--- config.mk ---
export PLATFORM = sky130hd
export DESIGN_NAME = slope_decoder_flat
export DESIGN_NICKNAME = d
export VERILOG_FILES = /design/src/rtl/slope_decoder_if.sv /design/src/rtl/slope_decoder.sv /design/src/flat_wrapper.sv
export SDC_FILE = /design/constraint.sdc
export NUM_CORES = 1
export LEC_CHECK = 0
export ABC_AREA = 0
export ABC_CLOCK_PERIOD_IN_PS = 6850
export BUFFER_PORTS_ARGS = -buffer_cell sky130_fd_sc_hd__buf_2
export CORE_ASPECT_RATIO = 1.4
export CORE_MARGIN = 4
export CORE_UTILIZATION = 50
export DETAILED_ROUTE_END_ITERATION = 10
export HOLD_SLACK_MARGIN = 0.05
export PLACE_DENSITY_LB_ADDON = 0.3
export SLEW_MARGIN = 40
export SYNTH_ARGS = -nofsm -noshare
export SYNTH_HDL_FRONTEND = slang
export SYNTH_SLANG_ARGS = --single-unit
--- constraint.sdc ---
create_clock -name clk -period 6.85 [get_ports clk]
set_clock_uncertainty 0.05 [all_clocks]
set_input_delay 0 -clock clk [delete_from_list [all_inputs] [get_ports clk]]
set_output_delay 0 -clock clk [all_outputs]
set_load 0.05 [all_outputs]
--- src/rtl/slope_decoder_if.sv ---
// Slope-stream input and reconstructed-sample output bundle for slope_decoder.
// master drives the slope flags; slave is the decoder.
interface slope_decoder_if #(
  parameter int WIDTH = 16
);
  logic                    en;
  logic                    pos;
  logic                    neg;
  logic                    eq;
  logic signed [WIDTH-1:0] dataout;
  logic        [WIDTH-1:0] step;
  logic                    peak;
  logic                    trough;
  logic                    sat;
  logic                    err;

  modport master (
    output en, pos, neg, eq,
    input  dataout, step, peak, trough, sat, err
  );

  modport slave (
    input  en, pos, neg, eq,
    output dataout, step, peak, trough, sat, err
  );
endinterface

--- src/rtl/slope_decoder.sv ---
// Adaptive delta-modulation decoder: rebuilds a signed sample stream from
// per-cycle pos/neg/eq slope flags using a saturating accumulator and adaptive step.
module slope_decoder #(
  parameter int WIDTH    = 16,
  parameter int STEP_MIN = 1,
  parameter int STEP_MAX = 1024,
  parameter int RUN      = 2
) (
  input  logic           clk,
  input  logic           reset,
  slope_decoder_if.slave bus
);

  typedef enum logic [1:0] {
    IDLE = 2'd0,
    UP   = 2'd1,
    DOWN = 2'd2
  } dir_t;

  localparam logic [WIDTH-1:0] SMIN  = WIDTH'(STEP_MIN);
  localparam logic [WIDTH-1:0] SMAX  = WIDTH'(STEP_MAX);
  localparam logic [3:0]       RUN_C = 4'(RUN);
  localparam logic [WIDTH-1:0] MAXV  = {1'b0, {(WIDTH-1){1'b1}}};
  localparam logic [WIDTH-1:0] MINV  = {1'b1, {(WIDTH-1){1'b0}}};

  dir_t                    dir_reg, dir_next;
  logic [3:0]              run_reg, run_next;
  logic signed [WIDTH-1:0] data_reg, data_next;
  logic [WIDTH-1:0]        step_reg, step_next;
  logic                    peak_reg, peak_next;
  logic                    trough_reg, trough_next;
  logic                    sat_reg, sat_next;
  logic                    err_reg, err_next;

  logic [2:0]       sel;
  logic             is_pos, is_neg, is_eq;
  logic [WIDTH:0]   sum_w, diff_w, upd_w;
  logic [WIDTH-1:0] step_dbl, step_half;
  logic [3:0]       run_inc;
  dir_t             dir_in;

  // Input decode and datapath candidates shared by all FSM branches.
  always_comb begin
    sel       = {bus.pos, bus.neg, bus.eq};
    is_pos    = (sel == 3'b100);
    is_neg    = (sel == 3'b010);
    is_eq     = (sel == 3'b001);
    dir_in    = is_pos ? UP : DOWN;
    sum_w     = {data_reg[WIDTH-1], data_reg} + {1'b0, step_reg};
    diff_w    = {data_reg[WIDTH-1], data_reg} - {1'b0, step_reg};
    upd_w     = is_pos ? sum_w : diff_w;
    step_dbl  = (step_reg >= SMAX) ? SMAX : (step_reg << 1);
    step_half = (step_reg <= SMIN) ? SMIN : (step_reg >> 1);
    run_inc   = (run_reg >= RUN_C) ? RUN_C : (run_reg + 4'd1);
  end

  always_comb begin
    dir_next    = dir_reg;
    run_next    = run_reg;
    data_next   = data_reg;
    step_next   = step_reg;
    peak_next   = 1'b0;
    trough_next = 1'b0;
    sat_next    = 1'b0;
    err_next    = 1'b0;
    if (bus.en) begin
      err_next = !(is_pos || is_neg || is_eq);
      if (is_pos || is_neg) begin
        // The two top bits of the widened result disagree only on overflow.
        if (upd_w[WIDTH] != upd_w[WIDTH-1]) begin
          data_next = upd_w[WIDTH] ? MINV : MAXV;
          sat_next  = 1'b1;
        end else begin
          data_next = upd_w[WIDTH-1:0];
        end
        if (dir_reg == IDLE) begin
          dir_next = dir_in;
          run_next = 4'd1;
        end else if (dir_in == dir_reg) begin
          run_next = run_inc;
          if (run_inc == RUN_C) begin
            step_next = step_dbl;
          end
        end else begin
          dir_next    = dir_in;
          run_next    = 4'd1;
          step_next   = step_half;
          peak_next   = (dir_reg == UP);
          trough_next = (dir_reg == DOWN);
        end
      end else begin
        // Flat or illegal sample: hold value, shrink step, restart the run.
        step_next = step_half;
        run_next  = 4'd0;
      end
    end
  end

  always_ff @(posedge clk or negedge reset) begin
    if (!reset) begin
      dir_reg    <= IDLE;
      run_reg    <= 4'd0;
      data_reg   <= '0;
      step_reg   <= SMIN;
      peak_reg   <= 1'b0;
      trough_reg <= 1'b0;
      sat_reg    <= 1'b0;
      err_reg    <= 1'b0;
    end else begin
      dir_reg    <= dir_next;
      run_reg    <= run_next;
      data_reg   <= data_next;
      step_reg   <= step_next;
      peak_reg   <= peak_next;
      trough_reg <= trough_next;
      sat_reg    <= sat_next;
      err_reg    <= err_next;
    end
  end

  assign bus.dataout = data_reg;
  assign bus.step    = step_reg;
  assign bus.peak    = peak_reg;
  assign bus.trough  = trough_reg;
  assign bus.sat     = sat_reg;
  assign bus.err     = err_reg;

endmodule

--- src/flat_wrapper.sv ---
// flat-port wrapper written by rule: the top's interface ports become plain ports
module slope_decoder_flat 
#(
  parameter int WIDTH    = 16,
  parameter int STEP_MIN = 1,
  parameter int STEP_MAX = 1024,
  parameter int RUN      = 2
)
  (clk, reset, bus_en, bus_pos, bus_neg, bus_eq, bus_dataout, bus_step, bus_peak, bus_trough, bus_sat, bus_err);
  slope_decoder_if #(.WIDTH(WIDTH)) bus_i ();
  input  logic clk;
  input  logic reset;
  input wire logic [$bits(bus_i.en)-1:0] bus_en;
  input wire logic [$bits(bus_i.pos)-1:0] bus_pos;
  input wire logic [$bits(bus_i.neg)-1:0] bus_neg;
  input wire logic [$bits(bus_i.eq)-1:0] bus_eq;
  output wire logic [$bits(bus_i.dataout)-1:0] bus_dataout;
  output wire logic [$bits(bus_i.step)-1:0] bus_step;
  output wire logic [$bits(bus_i.peak)-1:0] bus_peak;
  output wire logic [$bits(bus_i.trough)-1:0] bus_trough;
  output wire logic [$bits(bus_i.sat)-1:0] bus_sat;
  output wire logic [$bits(bus_i.err)-1:0] bus_err;
  assign bus_i.en = bus_en;
  assign bus_i.pos = bus_pos;
  assign bus_i.neg = bus_neg;
  assign bus_i.eq = bus_eq;
  assign bus_dataout = bus_i.dataout;
  assign bus_step = bus_i.step;
  assign bus_peak = bus_i.peak;
  assign bus_trough = bus_i.trough;
  assign bus_sat = bus_i.sat;
  assign bus_err = bus_i.err;
  slope_decoder #(.WIDTH(WIDTH), .STEP_MIN(STEP_MIN), .STEP_MAX(STEP_MAX), .RUN(RUN)) u_core (.clk(clk), .reset(reset), .bus(bus_i));
endmodule
==> metrics list <==
- Cell family contributing the most delay on the critical path: compound AO/OA/AOI/OAI gates
- Leaving out fill and tap cells, the most frequent cell in the layout is a21oi_1.
- Total GRT Usage: 0.210
- Count of TritonRoute iterations in the first routing pass: 4
* Leading register cell type out of synthesis: dfrtp_1
- Flops & latches, synth: 42
* P_int: 0.813 mW
* Max transition margin: 0.480
- For this run, asynchronously set or reset flops after synthesis account for 1.00.
- Maximum fanout encountered on the critical timing path: 19
- CP Cell Sequence: nor4_1, nand2_1, o41ai_1, xnor2_1, ha_1, a21o_1, a221o_1, o211ai_2, o211ai_2, xnor2_4, o21ai_2, o21ai_1
* Total grt overflow: 0
* Class of the most critical setup path: flip-flop to flip-flop
* Clock group share of total power: 0.089
- Buffer depth of the longest clock path: 2
* Combined area of the multi-input logic cells: 1980 sq um
* Die extent in y: 102 um
- Clock tree from TritonCTS: yes
* Net switching power: 0.993 mW
- STA classifies the critical path startpoint as a flip-flop.
- Run status: completed
- Antenna violations before repair: 0
* Clock root cell: clkbuf_8
- DR vias: 2805
* Hold slack: 72.3 ps
* Number of inserted diodes: 0
- Actual slew at the worst max-slew pin: 778 ps
- Share of the synthesized area in the top cell type: 0.323
- Post-route ant nets: 0
* Clock-pin transition on the worst setup and hold timing paths: 80 ps
* Fraction of power consumed by sequential logic: 0.232
* Number of fill cells: 573
- Required time of the worst setup path: 7010 ps
- Buffers inserted by post-CTS timing repair: 0
- Summed over all nets, the half-perimeter wirelength after detailed placement is 5650 um.
- A synthesized cell averages 8.46 sq um.
* Flip-flop and latch area: 1050 sq um
- For this run, the slowest stage of the critical path takes 490 ps.
- For this block, the initial DRC count from the detailed router was 157.
- Maximum vdd ir drop: 207 uV
* Switching portion of total power: 0.550
- Combinational group share of total power: 0.680
- Counting I/O delays and the setup requirement, the final critical path takes 3920 ps.
- Sort of element at the end of the critical path: flip-flop
- Compared with the post-synthesis result, the final layout area differs by 11.2%.
* Startpoint of the most critical setup path: u_core.bus.step[2]
- Number of standard cells in the layout, taps in and fillers out: 481
* Initial cell density of the core: 0.511
- Die width: 75.3 um
- Maximum capacitance violations: 0
- After clock tree synthesis, the flow added hold-fix buffers numbering 5.
- The first global-routing pass estimated 12700 um of wire.
- For this design the ratio of total power to cell area is 512 nW/um^2.
* F_max: 255 MHz
- The die covers 7700 sq um.
* Share of layout cells above drive strength 1: 0.169
* Placement Rows: 34
* Worst min-delay path class: input pin to flip-flop
- Post-synthesis sequential area ratio: 0.332
* Leakage component of the power: 1.56 nW
- Number of distinct library cell variants in the gate-level netlist after synthesis: 60
* Routed WL per cell: 15.6 um
- Post-CTS repair changed the size of 0 cells.
* Portion of the clock cycle consumed by the worst path in the final layout: 0.573
- Launch point of the worst hold path: bus_pos
* Critical-path cell with the highest stage delay: nor4_1
* Number of clock sinks: 42
- After synthesis, the cell types taking the most area are dfrtp_1 32%, ha_1 7.9%, a21oi_1 7.1%.
- Buffers inserted during clock tree synthesis total 5.
- Setup TNS Final: 0 ps
* Warnings, synthesis: 0
- The number of endpoints with negative hold slack in the final report is 0.
* Most common cell on crit path: o211ai_2
* Core box area: 6210 sq um
- Setup repair after global routing left no endpoint under its margin.
- Total instance count after detailed placement: 468
- Commonest cells after routing, fill and taps aside: 45 x a21oi_1, 41 x dfrtp_1, 40 x buf_2, 38 x nor2_1, 30 x nand2_1
* Final setup viols: 0
- Entering global routing, the biggest net connects 43 pins.
- Startpoint of the lowest-slack register-to-register path: u_core.bus.step[2]
* Count of buffers inserted at the top-level ports: 41
- For this run, design rule violations remaining after detail routing come to 0.
* Number of instances in the synthesized netlist: 375
- In this run, synthesis inferred 0 flip-flops with an integrated enable.
* Ratio of routed vias to standard cells: 5.83
- Skew-Pair Late Insertion Delay: 290 ps
- Total wire length after detailed routing: 7500 um
* Bufs and invs on worst path: 0
- The largest total area in the synthesized netlist belongs to dfrtp_1.
- Gpl congestion: 0.995
* Syn nets: 402
- H-tree lvl count: 2
- The via count of the first global-routing pass was 2671.
- I/O pins: 42
- The count of pins over their slew limit came to 0.
* Data arrival time of the worst path: 4090 ps
- Mapped Area: 3170 sq um
- In the final design database the tool counted 435 nets.
[path summary, 6_finish.rpt]
path | to | depth (start not counted) | slack [ps]
min in group asynchronous | u_core.bus.dataout[14] | 2 | 170
hold reg to reg | u_core.run_reg[3] | 1 | 480
setup reg to reg | u_core.bus.dataout[1] | 12 | 2930
max in group asynchronous | u_core.bus.step[0] | 2 | 6190
hold / removal | u_core.dir_reg[1] | 4 | 70
setup / recovery | u_core.bus.dataout[1] | 12 | 2930
[power groups by stage]
| stage | Sequential (mW) | Combinational [mW] | Clock (mW) |
|---|---|---|---|
| after detailed placement | 0.423 | 1.22 | 0 |
| after global routing | 0.431 | 1.36 | 0.176 |
| after floorplan | 0.618 | 0.796 | 0 |
| after CTS | 0.419 | 1.23 | 0.166 |
| after global placement | 0.420 | 1.20 | 0 |
| final | 0.419 | 1.23 | 0.160 |
[kinds of logic after synthesis]
group	synth area share
AO/OA/AOI/OAI	0.252
XOR/XNOR	0.0911
adder cells (fa/ha/maj)	0.0852
buffers and inverters	0.0473
flip-flops	0.332
multiplexers	0.00316
AND/OR/NAND/NOR	0.190
[stage by stage]
step / power (mW) / area (sq um) / worst slack (ps) / util
floorplan: 1.41 / 3170 / 3110 / -
CTS: 1.81 / 3520 / 2920 / 0.567
finish: 1.81 / 3530 / 2930 / 0.568
global route: 1.97 / 3530 / 2470 / 0.568
detailed placement: 1.64 / 3390 / 2950 / 0.546
global placement: 1.62 / 3390 / 3080 / 0.545
[cells in the mapped netlist, drive strengths merged, types with 4 or more instances]
cell / n
and2: 5
nor4: 7
ha: 20
o31ai: 4
xor2: 15
nor2b: 6
nand3: 7
nor2: 39
o211ai: 4
xnor2: 15
nand2: 30
clkbuf: 14
inv: 13
a31oi: 4
nand2b: 5
o21ai: 40
a21o: 4
nand4: 4
buf: 8
dfrtp: 41
a21oi: 45
a22oi: 9
[worst register-to-register path: cells and delay by family (launching register included)]
| family | cells | cell delay, ps |
|---|---|---|
| DFF | 1 | 470 |
| adders and majority gates | 1 | 310 |
| xor gates and xnor gates | 2 | 670 |
| AOI/OAI and AO/OA | 7 | 1670 |
| and+or+nand+nor | 2 | 670 |
[cell type report]
class,instances,share of cell area
clock buffer,7,0.0216
clock inverter,1,0.00213
inverter,13,0.0138
multi-input combinational,298,0.561
sequential,42,0.298
tap,72,0.0255
timing repair buffer,48,0.0773
[per-layer routing]
layer	track usage	up-vias	wire, um
met5	0	-	0
li1	-	1413	-
met2	0.357	61	3850
met4	0.0727	0	155
met1	0.266	1316	3230
met3	0.0315	15	268
(Power assumes the default switching activity.)
